File: config.mk
export PLATFORM = sky130hd
export DESIGN_NAME = partial_sum_sequencer
export DESIGN_NICKNAME = d
export VERILOG_FILES = /design/src/rtl/partial_sum_sequencer_pkg.sv /design/src/rtl/partial_sum_sequencer_adder_tree.sv /design/src/rtl/partial_sum_sequencer.sv
export SDC_FILE = /design/constraint.sdc
export NUM_CORES = 1
export LEC_CHECK = 0
export CORE_MARGIN = 3
export CORE_UTILIZATION = 48
export DETAILED_ROUTE_END_ITERATION = 16
export PLACE_DENSITY = 0.86
export RECOVER_POWER = 100
export SYNTH_ARGS = -nofsm -noshare
export SYNTH_HDL_FRONTEND = slang
export SYNTH_SLANG_ARGS = --single-unit
File: constraint.sdc
create_clock -name clk -period 3.15 [get_ports clk]
set_clock_uncertainty 0.05 [all_clocks]
set_input_delay 0.63 -clock clk [delete_from_list [all_inputs] [get_ports clk]]
set_output_delay 0.63 -clock clk [all_outputs]
set_load 0.01 [all_outputs]
File: src/rtl/partial_sum_sequencer_pkg.sv
// Shared definitions for the partial-sum sequencer.
//
// Contents:
//   seqState_t - sequencer FSM state encoding (IDLE, ACCUM, HOLD)
//   cntWidth() - chunk counter width: $clog2(numChunks), never below 1 bit
package partial_sum_sequencer_pkg;

  typedef enum logic [1:0] {
    IDLE  = 2'd0,
    ACCUM = 2'd1,
    HOLD  = 2'd2
  } seqState_t;

  // A single-chunk build still needs a 1-bit counter so the port widths stay legal.
  function automatic int cntWidth(input int numChunks);
    return (numChunks > 1) ? $clog2(numChunks) : 1;
  endfunction

endpackage

File: src/rtl/partial_sum_sequencer_adder_tree.sv
// Combinational adder tree. It reduces NUM_NODES packed addends to a single
// sum. All arithmetic wraps modulo 2^PRECISION_BITS.
//
// Ports:
//   i_addends - NUM_NODES packed words; node i is at [i*PRECISION_BITS +: PRECISION_BITS]
//   o_sum     - wrapped sum of all nodes
module partial_sum_sequencer_adder_tree #(
  parameter int PRECISION_BITS = 8,
  parameter int NUM_NODES      = 4
) (
  input  logic [PRECISION_BITS*NUM_NODES-1:0] i_addends,
  output logic [PRECISION_BITS-1:0]           o_sum
);

  logic [PRECISION_BITS-1:0] w_lvl [NUM_NODES];

  // The reduction works in place, pairwise. At each level, element i absorbs
  // element i+step. This gives a log2(NUM_NODES)-deep tree, because NUM_NODES
  // is a power of 2.
  always_comb begin
    for (int i = 0; i < NUM_NODES; i++) begin
      w_lvl[i] = i_addends[i*PRECISION_BITS +: PRECISION_BITS];
    end
    for (int step = 1; step < NUM_NODES; step = step * 2) begin
      for (int i = 0; i + step < NUM_NODES; i = i + 2 * step) begin
        w_lvl[i] = w_lvl[i] + w_lvl[i+step];
      end
    end
    o_sum = w_lvl[0];
  end

endmodule

File: src/rtl/partial_sum_sequencer.sv
// Partial-sum sequencer. Each accepted beat of NUM_NODES addends is reduced
// by an adder tree and accumulated. After NUM_CHUNKS beats, the total is
// presented on out_sum and held until the consumer takes it.
//
// Ports:
//   clk, rst_n          - clock, asynchronous active-low reset
//   in_valid/in_ready   - input beat handshake; in_data carries packed addends
//   clear               - synchronous abort; returns the block to IDLE
//   out_valid/out_ready - result handshake; out_sum holds the result
//   busy                - high whenever the FSM is not in IDLE
module partial_sum_sequencer
  import partial_sum_sequencer_pkg::*;
#(
  parameter int PRECISION_BITS = 8,
  parameter int NUM_NODES      = 4,
  parameter int NUM_CHUNKS     = 4
) (
  input  logic                                clk,
  input  logic                                rst_n,
  input  logic                                in_valid,
  output logic                                in_ready,
  input  logic [PRECISION_BITS*NUM_NODES-1:0] in_data,
  input  logic                                clear,
  output logic                                out_valid,
  input  logic                                out_ready,
  output logic [PRECISION_BITS-1:0]           out_sum,
  output logic                                busy
);

  localparam int CNT_W = cntWidth(NUM_CHUNKS);
  localparam logic [CNT_W-1:0] LAST_CHUNK = CNT_W'(NUM_CHUNKS - 1);

  seqState_t                 r_state;
  logic [PRECISION_BITS-1:0] r_acc;
  logic [CNT_W-1:0]          r_cnt;
  logic [PRECISION_BITS-1:0] r_outSum;
  logic                      r_outValid;

  logic [PRECISION_BITS-1:0] w_treeSum;
  logic [PRECISION_BITS-1:0] w_accNext;

  partial_sum_sequencer_adder_tree #(
    .PRECISION_BITS(PRECISION_BITS),
    .NUM_NODES     (NUM_NODES)
  ) u_adder_tree (
    .i_addends(in_data),
    .o_sum    (w_treeSum)
  );

  assign w_accNext = r_acc + w_treeSum;

  assign in_ready  = (r_state != HOLD);
  assign busy      = (r_state != IDLE);
  assign out_valid = r_outValid;
  assign out_sum   = r_outSum;

  // In IDLE and ACCUM, in_ready is 1, so in_valid alone marks an accepted
  // beat there. The accumulator and counter are zeroed on the final beat.
  // This leaves IDLE clean after the result handshake.
  always_ff @(posedge clk or negedge rst_n) begin
    if (!rst_n) begin
      r_state    <= IDLE;
      r_acc      <= '0;
      r_cnt      <= '0;
      r_outSum   <= '0;
      r_outValid <= 1'b0;
    end else if (clear) begin
      r_state    <= IDLE;
      r_acc      <= '0;
      r_cnt      <= '0;
      r_outSum   <= '0;
      r_outValid <= 1'b0;
    end else begin
      case (r_state)
        IDLE, ACCUM: begin
          if (in_valid) begin
            if (r_cnt == LAST_CHUNK) begin
              r_state    <= HOLD;
              r_outSum   <= w_accNext;
              r_outValid <= 1'b1;
              r_acc      <= '0;
              r_cnt      <= '0;
            end else begin
              r_state <= ACCUM;
              r_acc   <= w_accNext;
              r_cnt   <= r_cnt + CNT_W'(1);
            end
          end
        end
        HOLD: begin
          if (out_ready) begin
            r_state    <= IDLE;
            r_outValid <= 1'b0;
          end
        end
        default: begin
          r_state    <= IDLE;
          r_acc      <= '0;
          r_cnt      <= '0;
          r_outValid <= 1'b0;
        end
      endcase
    end
  end

endmodule

==> results of run 1 <==
-- worst paths after layout --
kind | start | end | slack, ns | depth (start not counted)
worst max-delay path | in_data[9] | out_sum[7]$_DFFE_PN0P_ | -0.30 | 14
max in group asynchronous | rst_n | r_acc[5]$_DFFE_PN0P_ | 1.60 | 1
worst min-delay path | out_sum[2]$_DFFE_PN0P_ | out_sum[2]$_DFFE_PN0P_ | 0.45 | 2
worst max register to register | r_acc[1]$_DFFE_PN0P_ | out_sum[7]$_DFFE_PN0P_ | 0.65 | 11
worst min register to register | out_sum[2]$_DFFE_PN0P_ | out_sum[2]$_DFFE_PN0P_ | 0.45 | 2
min in group asynchronous | rst_n | r_state[1]$_DFFE_PN0P_ | 0.86 | 1
-- critical path, delay by kind of cell --
kind / cells / cell delay [ns]
xor+xnor: 1 / 0.15
compound gates: 3 / 0.47
fa+ha+maj: 5 / 1.99
buf+inv: 4 / 0.21
simple gates: 1 / 0.14
-- registers in the layout, indices dropped and copies added (netlist names) --
| register | count |
|---|---|
| out_valid | 1 |
| r_state | 2 |
| r_cnt | 2 |
| out_sum | 8 |
| r_acc | 8 |
-- cells by family after synthesis --
logic type	Yosys count
buffers and inverters	61
DFF	21
AOI/OAI and AO/OA	35
and+or+nand+nor	27
adders and majority gates	29
xor gates and xnor gates	10
-- routing by layer --
layer / global-route usage (%) / up-vias / part of all wire, % / wire [um]
li1: - / 678 / - / -
met1: 24.26 / 672 / 41 / 1493
met2: 31.72 / 46 / 52 / 1897
met3: 4.252 / 2 / 6.2 / 227
met4: 1.777 / 0 / 0.47 / 17
met5: 0 / - / 0 / 0
-- metrics by stage --
step	utilization (%)	TNS (ns)
6_report	74.21	-1.256
4_1_cts	72.97	-1.502
2_1_floorplan	-	-2.363
3_3_place_gp	69.23	-10.74
3_5_place_dp	69.23	-11.70
5_1_grt	74.21	-1.929
-- cell usage after synthesis, drive strengths merged (3+ instances only) --
cell type  number
a21oi           7
buf             3
o21ai           8
inv            58
nand2b          3
xnor2           9
or2             3
dfrtp          21
nand2           6
a22o           12
fa             20
ha              9
nor2            8
-- area by class of cell --
| type | count | area share (%) |
|---|---|---|
| Inverter | 58 | 8.885 |
| Clock inverter | 1 | 0.1974 |
| Timing Repair Buffer | 57 | 21.08 |
| Clock buffer | 3 | 0.8885 |
| Multi-Input combinational cell | 101 | 45.95 |
| Sequential cell | 21 | 20.73 |
| Tap cell | 46 | 2.270 |
-- power groups by stage --
| stage | clock, mW | sequential [mW] | combinational [mW] |
|---|---|---|---|
| 2_1_floorplan | 0 | 0.333 | 0.655 |
| 3_3_place_gp | 0 | 0.339 | 0.910 |
| 4_1_cts | 0.134 | 0.334 | 1.25 |
| 3_5_place_dp | 0 | 0.339 | 0.936 |
| 6_report | 0.130 | 0.335 | 1.35 |
| 5_1_grt | 0.148 | 0.340 | 1.47 |
-- timing repair --
action / 4_1_cts / 5_1_grt
pin swaps: 33 / 6
gates resized for setup: 70 / 12
buffers inserted: 1 / 1
gates cloned: 0 / 0
setup endpoints to repair: 13 / 10
==> impl_results.md, run 1 <==
- Outcome: finished with violations
- Failing checks: negative setup slack
- Height of the die: between 60 and 70 um
- #FFs+latches synth: 21
- Endpoints failing setup: 8
- Max-slew violations: 0
- GRT Util Overall: between 15 and 20%
- Detailed-router iteration count before antenna repair: 5
- Net Sw Power: 0.7431 mW
- Combinational power share: ~74%
- Register area: about 530 sq um
- Mapped Nets: about 250
- Syn. warnings: 0
- Commonest non-fill, non-tap cells in the layout: inv_1, dfrtp_1, fa_1, inv_2
- Hold WC Path Type: reg2reg
- Crit path setup slack, layout: -0.2960 ns
- Worst EP arrival: approximately 3.6 ns
- Crit path largest cell delay: 0.56 ns
- H-tree depth: 1
- RSZ-0062 raised after global routing: true
- Final Cycle Share: 109.4%
- Clock-pin slew on the worst setup and hold paths: 0.12 ns
- Leakage: 1.294 nW
- Yosys top cell area share: a little under a third
- Crit path cell chain: buf_6 > inv_2 > fa_1 > fa_1 > fa_1 > inv_1 > ha_2 > inv_2 > fa_2 > nor2b_4 > o31a_1 > o22ai_2 > xnor2_2 > a22o_1
- Top post-synthesis cells by area: dfrtp_1, fa_1, inv_1, ha_1, a22o_1
- Synth Area in Simple Gates: 8.512%
- DRT Wirelength: 3.636 mm
- Core Area: about 0.0034 sq mm
- Initial antenna violation count: 0
- Post-Synthesis Cells: ~180
- Inst Count DP: roughly 280
- Post-CTS Hold Fix Bufs: 0
- Vias in the first global route: about 1,500
- Internal power: between 1 and 1.5 mW
- Peak supply drop: between 0.5 and 0.6 mV
- CP Max Fanout: 2
- Num CTS Buffers: 3
- Top_reg_cell synth: dfrtp_1
- Fmax: just under 0.3 GHz
- Clk_lat worst skew: about 0.31 ns
- Pwr/cell area: roughly 710 mW/mm^2
- Worst relative slew slack: about 36%
- CTS root buf: clkbuf_4
- Num Clock Sinks: 21
- Max cap viols: 0
- Area occupied by multi-input gates: 0.001165 sq mm
- CTS tree: done
- Final non-filler cell total: 287
- GP Congestion: ~0.88
- I/O Pins: 48
- # port buffers: 47
- NumNets Final: 308
- Ys async rst share: between 90% and 100%
- Setup crit end kind: flip-flop
- Area of the die: 0.004404 sq mm
- Mux cell area share after synthesis: 0%
- Worst hold slack: about 0.45 ns
- Global-route wire length before repair: ~6.3 mm
- Switch share: slightly above 40%
- Syn avg cell area: approximately 9.6 sq um
- Top cell type by total area after synthesis: dfrtp_1
- Clock buffer depth: 2
- Tmin final: around 3.4 ns
- Place WS: -1.120 ns
- Startpoint types: primary input
- Number of enable flip-flop cells after synthesis: 0
- Die width: about 66 um
- Final ANT Viol Nets: 0
- Starting Density: between 50% and 60%
- N_diodes: 0
- Largest net degree at the start of global routing: 22
- Register area share after synthesis: 30.04%
- Final Cell Area: approximately 0.0025 sq mm
- Final HPWL DP: approximately 2.8 mm
- Fillers: ~230
- DP Area: between 0.002 and 0.0025 sq mm
- Synthesis-to-layout area growth: 44.92%
- Layout cells sized above 1: roughly a quarter
- DR vias: between 1,000 and 1,500
- 1st-iter DRT viols: 28
- Complex-gate fraction of the synthesized area: 13.66%
- Main combinational cell family by area after synthesis: adder cells
- Synth cell types: 28
- Wirelength per Cell: approximately 13 um
- WS Path Type: in2reg
- Via/cell ratio: a little under 5
- Clock network power share: just over 7%
- Pwr Total: between 1.5 and 2 mW
- Pin slew with the least headroom to its limit: 0.9613 ns
- FP Rows: 21
- Slowest cell on the critical path: fa_1
- Most frequent CP cell: fa_1
- DRC Markers: 0
- Seq pwr share: 18.5%
- Global route overflow: 0
- Hold Vio Cnt, Final: 0
- Xor-xnor portion of the synthesized cell area: approximately 5%
- WP data required: between 3 and 4 ns
- Area share of fa/ha/maj cells after synthesis: 29.33%
- Area of the mapped netlist: 0.001749 sq mm
- Most common library cell in the layout ignoring fill and taps: inv_1
Power figures use the tool's default switching activity.
==> run 2: changes to the inputs <==
--- a/config.mk
+++ b/config.mk
@@ -5,8 +5,10 @@
 export SDC_FILE = /design/constraint.sdc
 export NUM_CORES = 1
 export LEC_CHECK = 0
+export CELL_PAD_IN_SITES_DETAIL_PLACEMENT = 0
+export CELL_PAD_IN_SITES_GLOBAL_PLACEMENT = 1
 export CORE_MARGIN = 3
-export CORE_UTILIZATION = 48
+export CORE_UTILIZATION = 36
 export DETAILED_ROUTE_END_ITERATION = 16
 export PLACE_DENSITY = 0.86
 export RECOVER_POWER = 100
==> impl_results.md, run 2 (synthesized netlist as in run 1, its figures left out) <==
- Internal power: 1.038 mW (-2.7%)
- Post-CTS Hold Fix Bufs: 0 (unchanged)
- FF-to-FF End: out_sum[7]$_DFFE_PN0P_
- NumNets Final: 312 (+1.3%)
- # port buffers: 47 (unchanged)
- FF-to-FF path depth: 11 (unchanged)
- Tmin final: 3.510 ns (+0.06368 ns)
- Worst hold slack: 0.4425 ns (-0.003514 ns)
- Place WS: -1.117 ns (+0.002820 ns)
- Peak supply drop: 0.4014 mV (-24%)
- I/O Pins: 48 (unchanged)
- Switch share: 39.24% (-1.8 points)
- DRC Markers: 0 (unchanged)
- Global route overflow: 0 (unchanged)
- Crit path setup slack, layout: -0.3597 ns (-0.06368 ns)
- Core Area: 0.004534 sq mm (+33%)
- Num Clock Sinks: 21 (unchanged)
- CTS root buf: clkbuf_8
- Reg2reg start: r_acc[1]$_DFFE_PN0P_
- Worst relative slew slack: 23.17% (-13 points)
- FP Rows: 24 (+14%)
- HP Start: out_sum[2]$_DFFE_PN0P_
- Seq pwr share: 19.5% (+1.0 points)
- 1st-iter DRT viols: 35 (+25%)
- Endpoints failing setup: 10 (+2)
- Most common library cell in the layout ignoring fill and taps: inv_1
- Largest net degree at the start of global routing: 22 (unchanged)
- CP Max Fanout: 2 (unchanged)
- Combinational power share: 70.0% (-4.3 points)
- Leakage: 1.302 nW (+0.56%)
- Detailed-router iteration count before antenna repair: 4 (-1)
- WP data required: 3.26 ns (-0.04 ns)
- R2R setup slack: 0.68 ns (+0.03 ns)
- Final ANT Viol Nets: 0 (unchanged)
- Starting Density: 38.58% (-13 points)
- Net Sw Power: 0.6707 mW (-9.7%)
- Pwr/cell area: 673.9 mW/mm^2 (-5.6%)
- Fillers: 408 (+76%)
- Vias in the first global route: 1,415 (-3.1%)
- Wirelength per Cell: 11.33 um (-11%)
- Hold WC Path Type: reg2reg
- CTS tree: done
- Worst EP arrival: 3.62 ns (+0.03 ns)
- RSZ-0062 raised after global routing: true
- Clock buffer depth: 2 (unchanged)
- Worst Hold Endpoint: out_sum[2]$_DFFE_PN0P_
- Startpoint types: primary input
- Hold Vio Cnt, Final: 0 (unchanged)
- Register area: 525.5 sq um (unchanged)
- Commonest non-fill, non-tap cells in the layout: inv_1, dfrtp_1, fa_1, clkdlybuf4s50_1, dlygate4sd3_1
- GRT Util Overall: 13.47% (-4.9 points)
- Die width: 75.71 um (+14%)
- Via/cell ratio: 4.423 (-9.2%)
- Synthesis-to-layout area growth: 44.99% (about the same)
- Outcome: finished with violations
- GP Congestion: 0.7857 (-11%)
- Inst Count DP: 300 (+6.8%)
- Clock network power share: 10.6% (+3.4 points)
- Clk_lat worst skew: 0.26 ns (-0.05 ns)
- Final Cycle Share: 111.4% (+2.0 points)
- Initial antenna violation count: 0 (unchanged)
- DRT Wirelength: 3.513 mm (-3.4%)
- WS Path Type: in2reg
- DR vias: 1,371 (-1.9%)
- Failing checks: negative setup slack
- Setup crit end kind: flip-flop
- Clock-pin slew on the worst setup and hold paths: 0.08 ns (-0.04 ns)
- Max-slew violations: 0 (unchanged)
- Height of the die: 75.71 um (+14%)
- Fmax: 0.2849 GHz (-1.8%)
- Layout cells sized above 1: 22.04% (-3.3 points)
- Max cap viols: 0 (unchanged)
- Pwr Total: 1.709 mW (-5.6%)
- Area occupied by multi-input gates: 0.001106 sq mm (-5.0%)
- Hold path depth: 2 (unchanged)
- Global-route wire length before repair: 5.975 mm (-4.8%)
- Pin slew with the least headroom to its limit: 1.152 ns (+0.1911 ns)
- Num CTS Buffers: 3 (unchanged)
- H-tree depth: 1 (unchanged)
- Area of the die: 0.005731 sq mm (+30%)
- Final non-filler cell total: 310 (+8.0%)
- Final HPWL DP: 2.745 mm (-1.9%)
- N_diodes: 0 (unchanged)
run 2: changes by cell type in the layout (fill, tap and decap cells not counted), sizes merged:
cell	before	now
dlygate4sd2	12	11
clkdlybuf4s50	13	14
clkbuf	4	6
dlymetal6s2s	0	1
buf	15	18
clkdlybuf4s15	3	1
run 2: per-layer routing:
metal,vias up,share of wire [%],GRT usage [%]
met5,-,0,0
met4,0,0.34,1.748
met3,2,5.4,2.902
met2,37,51,25.31
met1,648,43,16.11
li1,684,-,-
run 2: cell type report:
cell class / instances / share of cell area (%)
sequential: 21 / 20.72
clock buffer: 3 / 1.628
tap: 65 / 3.207
inverter: 58 / 8.880
multi-input combinational: 101 / 43.61
timing repair buffer: 61 / 21.76
clock inverter: 1 / 0.1973
run 2: worst max-delay path, cell delays in order:
cell	delay (ns)
buf_6	0.07
inv_2	0.03
fa_1	0.54
fa_1	0.45
fa_1	0.47
inv_1	0.07
ha_2	0.18
inv_2	0.04
fa_2	0.36
nor2b_4	0.12
o31a_1	0.19
o22ai_4	0.09
xnor2_2	0.15
a22o_1	0.22
run 2: through the flow:
stage	util (%)	cell area (sq um)	setup TNS [ns]
2_1_floorplan	-	1794	-2.363
3_3_place_gp	52.68	2389	-11.06
3_5_place_dp	52.68	2389	-11.58
4_1_cts	55.05	2496	-2.400
5_1_grt	55.93	2536	-3.127
6_report	55.93	2536	-2.140
run 2: timing repair:
action | 4_1_cts | 5_1_grt
setup endpoints to repair | 14 | 11
gates resized for setup | 53 | 12
buffers inserted | 4 | 2
pin swaps | 31 | 9
run 2: worst max-delay path by stage:
stage / from / endpoint / slack (ns)
5_1_grt: in_data[17] / out_sum[7]$_DFFE_PN0P_ / -0.46
2_1_floorplan: in_data[1] / out_sum[7]$_DFFE_PN0P_ / -0.36
6_report: in_data[17] / out_sum[7]$_DFFE_PN0P_ / -0.36
3_3_place_gp: in_data[1] / out_sum[7]$_DFFE_PN0P_ / -1.05
4_1_cts: in_data[1] / out_sum[7]$_DFFE_PN0P_ / -0.39
3_5_place_dp: in_data[1] / out_sum[7]$_DFFE_PN0P_ / -1.12
run 2: power by group through the flow:
stage	Combinational (mW)	Clock (mW)	Sequential, mW
6_report	1.20	0.180	0.333
4_1_cts	1.10	0.182	0.334
3_5_place_dp	0.925	0	0.338
3_3_place_gp	0.917	0	0.338
2_1_floorplan	0.655	0	0.333
5_1_grt	1.34	0.197	0.338
==> run 3: changes to the inputs <==
==> constraint.sdc (replaced) <==
create_clock -name clk -period 3.41 [get_ports clk]
set_clock_uncertainty 0.05 [all_clocks]
set_input_delay 0.682 -clock clk [delete_from_list [all_inputs] [get_ports clk]]
set_output_delay 0.682 -clock clk [all_outputs]
set_load 0.01 [all_outputs]
==> impl_results.md, run 3 (synthesized netlist as in run 1, its figures left out) <==
- Outcome: finished with violations
- Failing checks: negative setup slack
- Wirelength per Cell: 11.04 um (-2.6%)
- WS Path Type: in2reg
- Final Cycle Share: 103.7%
- Area of the die: 0.005731 sq mm (unchanged)
- Post-CTS Hold Fix Bufs: 0 (unchanged)
- Num CTS Buffers: 3 (unchanged)
- DR vias: 1,335 (-2.6%)
- # port buffers: 47 (unchanged)
- N_diodes: 0 (unchanged)
- Final Cell Area: 0.002520 sq mm (-0.64%)
- Leakage: 1.281 nW (-1.6%)
- Fillers: 424 (+3.9%)
- GRT Util Overall: 13.12% (-0.35 points)
- I/O Pins: 48 (unchanged)
- WP data required: 3.51 ns (+0.25 ns)
- NumNets Final: 306 (-1.9%)
- FF-to-FF path depth: 11 (unchanged)
- Crit path largest cell delay: 0.55 ns (about the same)
- Commonest non-fill, non-tap cells in the layout: inv_1, dfrtp_1, fa_1, dlygate4sd3_1, clkdlybuf4s50_1
- Startpoint types: primary input
- Clock buffer depth: 2 (unchanged)
- CTS root buf: clkbuf_8
- Worst EP arrival: 3.63 ns (about the same)
- GP Congestion: 0.7949 (+1.2%)
- Die width: 75.71 um (unchanged)
- Tmin final: around 3.5 ns
- Worst path depth: 14 (unchanged)
- Max-slew violations: 0 (unchanged)
- Hold path depth: 2 (unchanged)
- Net Sw Power: 0.6481 mW (-3.4%)
- CTS tree: done
- H-tree depth: 1 (unchanged)
- Max cap viols: 0 (unchanged)
- DP Area: 0.002381 sq mm (-0.31%)
- Slowest cell on the critical path: fa_1
- FF-to-FF End: out_sum[7]$_DFFE_PN0P_
- Pin slew with the least headroom to its limit: 0.9575 ns (-0.1949 ns)
- Peak supply drop: 0.3951 mV (-1.6%)
- CP Max Fanout: 2 (unchanged)
- Vias in the first global route: 1,303 (-7.9%)
- CP top delay family: adder cells
- Num Clock Sinks: 21 (unchanged)
- Core Area: 0.004534 sq mm (unchanged)
- CP Buf/Inv Count: 4 (unchanged)
- Hold Vio Cnt, Final: 0 (unchanged)
- Global route overflow: 0 (unchanged)
- Final HPWL DP: 2.704 mm (-1.5%)
- Combinational power share: 71.1% (+1.1 points)
- Endpoints failing setup: 4 (-6)
- Starting Density: 38.58% (unchanged)
- DRT Wirelength: 3.355 mm (-4.5%)
- Clock-pin slew on the worst setup and hold paths: 0.08 ns (about the same)
- Most common library cell in the layout ignoring fill and taps: inv_1
- Most frequent CP cell: fa_1
- Fmax: about 0.28 GHz
- Global-route wire length before repair: 5.796 mm (-3.0%)
- Clock network power share: 10.0% (-0.6 points)
- Crit path setup slack, layout: -0.1260 ns (+0.2336 ns)
- FP Rows: 24 (unchanged)
- RSZ-0062 raised after global routing: true
- Largest net degree at the start of global routing: 22 (unchanged)
- Layout cells sized above 1: 21.34% (-0.70 points)
- Clk_lat worst skew: 0.26 ns (about the same)
- Worst relative slew slack: 35.96% (+13 points)
- Pwr/cell area: 640.9 mW/mm^2 (-4.9%)
- Synthesis-to-layout area growth: 44.06%
- Final ANT Viol Nets: 0 (unchanged)
- HP Start: out_sum[2]$_DFFE_PN0P_
- Height of the die: 75.71 um (unchanged)
- Detailed-router iteration count before antenna repair: 4 (unchanged)
- Post-layout util: 55.57% (-0.36 points)
- Switch share: 40.13% (+0.89 points)
- Setup crit end kind: flip-flop
- Crit path cell chain: buf_8 > inv_8 > fa_1 > fa_1 > fa_1 > inv_1 > ha_2 > inv_2 > fa_2 > nor2b_4 > o31a_1 > o22ai_2 > xnor2_2 > a22o_1
- Initial antenna violation count: 0 (unchanged)
- Seq pwr share: 19.0% (-0.5 points)
- Worst Hold Endpoint: out_sum[2]$_DFFE_PN0P_
- DRC Markers: 0 (unchanged)
- Via/cell ratio: 4.391 (-0.70%)
- Reg2reg start: r_acc[1]$_DFFE_PN0P_
- Internal power: 0.9670 mW (-6.9%)
- R2R setup slack: 0.98 ns (+0.30 ns)
- Hold WC Path Type: reg2reg
- 1st-iter DRT viols: 56 (+60%)
[run 3: power groups by stage]
stage / clock, mW / combinational [mW] / sequential [mW]
global placement: 0 / 0.849 / 0.312
finish: 0.161 / 1.15 / 0.307
CTS: 0.165 / 1.14 / 0.307
floorplan: 0 / 0.605 / 0.307
detailed placement: 0 / 0.862 / 0.312
global route: 0.184 / 1.29 / 0.312
[run 3: layout make-up]
class | instances | area (sq um) | area share [%]
clock buffers | 3 | 41.29 | 1.639
clock inverters | 1 | 5.005 | 0.1986
inverters | 58 | 225.2 | 8.937
multi-input cells | 101 | 1145 | 45.43
flip-flops and latches | 21 | 525.5 | 20.85
well taps | 65 | 81.33 | 3.227
repair buffers | 55 | 496.7 | 19.71
[run 3: worst min-delay path: stages, from the launching register on]
cell	delay [ns]
dfrtp_1	0.34
nand2_1	0.04
o21ai_0	0.06
[run 3: timing repair]
item	CTS	global route
resized for setup	63	7
pin swaps	35	13
gates cloned	0	0
hold endpoints to repair	0	0
endpoints found under the setup margin	12	8
setup buffers	1	0
[run 3: worst max path at each step]
| stage | from | slack (ns) | endpoint |
|---|---|---|---|
| after floorplan | in_data[1] | -0.15 | out_sum[7]$_DFFE_PN0P_ |
| after global placement | in_data[1] | -0.84 | out_sum[7]$_DFFE_PN0P_ |
| after detailed placement | in_data[1] | -0.92 | out_sum[7]$_DFFE_PN0P_ |
| after CTS | in_data[1] | -0.20 | out_sum[7]$_DFFE_PN0P_ |
| after global routing | in_data[1] | -0.26 | out_sum[7]$_DFFE_PN0P_ |
| final | in_data[1] | -0.13 | out_sum[7]$_DFFE_PN0P_ |
[run 3: stage by stage]
stage                     hold slack, ns  power [mW]  cells  setup WS (ns)  setup TNS [ns]
final                             0.4349       1.615    304        -0.1260         -0.2518
after global routing              0.4647       1.783    304        -0.2590          -1.240
after global placement            0.4137       1.162    299        -0.8415          -8.168
after detailed placement          0.4196       1.174    299        -0.9213          -8.898
after floorplan                   0.3364      0.9126    183        -0.1542         -0.6769
after CTS                         0.4375       1.611    304        -0.1971         -0.5526
[run 3: routing by layer]
layer  part of all wire, %  up-vias  track usage [%]
met5                     0        -                0
met3                   5.2        2            3.166
met4                  0.18        0           0.5825
li1                      -      677                -
met1                    43      625            16.81
met2                    52       31            23.68
==> RTL change, RTL diff (config.mk and constraints of run 2) <==
`NUM_NODES` is set to 4 in 2 places; all go to 8.
--- a/src/rtl/partial_sum_sequencer_adder_tree.sv
+++ b/src/rtl/partial_sum_sequencer_adder_tree.sv
@@ -6,7 +6,7 @@
 //   o_sum     - wrapped sum of all nodes
 module partial_sum_sequencer_adder_tree #(
   parameter int PRECISION_BITS = 8,
-  parameter int NUM_NODES      = 4
+  parameter int NUM_NODES      = 8
 ) (
   input  logic [PRECISION_BITS*NUM_NODES-1:0] i_addends,
   output logic [PRECISION_BITS-1:0]           o_sum
--- a/src/rtl/partial_sum_sequencer.sv
+++ b/src/rtl/partial_sum_sequencer.sv
@@ -12,7 +12,7 @@
   import partial_sum_sequencer_pkg::*;
 #(
   parameter int PRECISION_BITS = 8,
-  parameter int NUM_NODES      = 4,
+  parameter int NUM_NODES      = 8,
   parameter int NUM_CHUNKS     = 4
 ) (
   input  logic                                clk,
Interface: changed (resized in_data); port bits go from 48 to 80. No check against the original RTL was run, so the function may have changed too.
==> RTL change against run 2 <==
  * The flow still finishes with violations (negative setup slack)
  * Setup slack lost 410 ps
  * Sequential cell count is the same
  * Routed wire length grew 31%
  * Cell count grew 25%
  * Power grew 110%
  * Final area grew 33%
  * Count of clock-buffer cells in the layout grew 1
  * Synthesized area grew 31%
  * Clock power shrank 3%
  * Non-clock buffer count grew 29
  * Critical endpoint is now out_sum[6]$_DFFE_PN0P_
==> RTL change: results (changes against run 2) <==
Timing
  • Setup-failing EPs final: 12 (+2)
  • Least-Margin Pin Slew: 916 ps (-236 ps)
  • Final WS setup: -769 ps (-410 ps)

Final layout
  • Nets: 437 (+40%)
  • Filler cell count: 540 (+32%)
  • Non-filler instance count after layout: 388 (+25%)
  • Share of cells above drive strength 1: 25.6% (+3.5 points)

Route
  • M1 WL: 1.81 mm (+20%)
  • Max layer used: met3
  • WL met2: 2.48 mm (+37%)
  • Met3 wirelength from detailed routing: 305 µm (+62%)
  • Final wirelength: 4.59 mm (+31%)
  • Starting DRT DRC Count: 70 (+100%)
  • Vias/cell: 4.44 (+0.29%)

Yosys
  • Syn_nets: 346 (+39%)
  • Part of the Yosys area used for sequential elements: 22.9% (-7.1 points)
  • Synth area leaders: fa_1, dfrtp_1, inv_1
  • Cells after synthesis: 223 (+22%)

Pwr
  • Combinational power: 0.00312 W (+160%)
  • Peak VDD IR: 0.833 mV (+110%)
  • Sw Share: 41.9% (+2.7 points)

Global routing
  • Met3 usage: 3.36% (+0.46 points)
  • GRT Util Overall: 13.7% (+0.21 points)
  • Grt met2 use: 25.4% (+0.042 points)
  • Met1 GRT Util: 16.8% (+0.71 points)

Run status
  • Failing checks: negative setup slack
  • Outcome: finished with violations

Clock tree
  • Clk root buf: clkbuf_8

Setup path
  • Worst r2r src: r_acc[2]$_DFFE_PN0P_
  • R2R depth: 15 (+4)
  • CP Launch Point: in_data[50]

Place
  • Port Buf Inserts: 79 (+68%)
  • DP Area: 3280 µm² (+37%)

Min path
  • Hold Crit Start: r_cnt[1]$_DFFE_PN0P_
RTL change: timing repair:
action,CTS,global route
setup buffers,0,1
resized for setup,130,13
setup endpoints to repair,13,12
pin swaps,63,27
RTL change: layout make-up:
class | instances | area [µm²] | area share (%)
Tap cell | 75 | 93.8 | 2.79
Timing Repair Buffer | 90 | 797 | 23.7
Multi-Input combinational cell | 134 | 1660 | 49.2
Clock buffer | 4 | 45.0 | 1.34
Sequential cell | 21 | 526 | 15.6
Inverter | 64 | 250 | 7.43
RTL change: cell families after synthesis:
kind of cell	count (synthesis)	share of synthesized area [%]
XOR/XNOR	19	7.26
adder cells (fa/ha/maj)	54	44.2
multiplexers	1	0.491
AND/OR/NAND/NOR	31	6.00
AO/OA/AOI/OAI	29	7.96
flip-flops	21	22.9
buffers and inverters	68	11.2
RTL change: path summary, 6_finish.rpt:
path                                          end
setup / recovery           out_sum[6]$_DFFE_PN0P_
hold / removal               r_cnt[1]$_DFFE_PN0P_
setup reg to reg           out_sum[6]$_DFFE_PN0P_
hold reg to reg              r_cnt[1]$_DFFE_PN0P_
max in group asynchronous  out_sum[4]$_DFFE_PN0P_
min in group asynchronous  out_sum[3]$_DFFE_PN0P_
RTL change: worst max-delay path, stage by stage:
cell	delay [ps]
buf_6	90
fa_1	560
fa_1	460
fa_1	550
inv_1	50
fa_1	440
inv_2	80
ha_4	130
inv_2	40
fa_2	360
inv_2	50
a21o_1	110
a21oi_2	50
xnor2_1	190
nand2_1	100
a21oi_2	150
RTL change: stage by stage:
step	power, W	setup WS (ps)	hold slack [ps]	TNS (ps)
floorplan	0.00219	-809	284	-7170
global placement	0.00289	-1520	418	-16050
detailed placement	0.00295	-1550	436	-16330
CTS	0.00361	-762	453	-6820
global route	0.00405	-924	474	-8060
finish	0.00365	-769	452	-6570
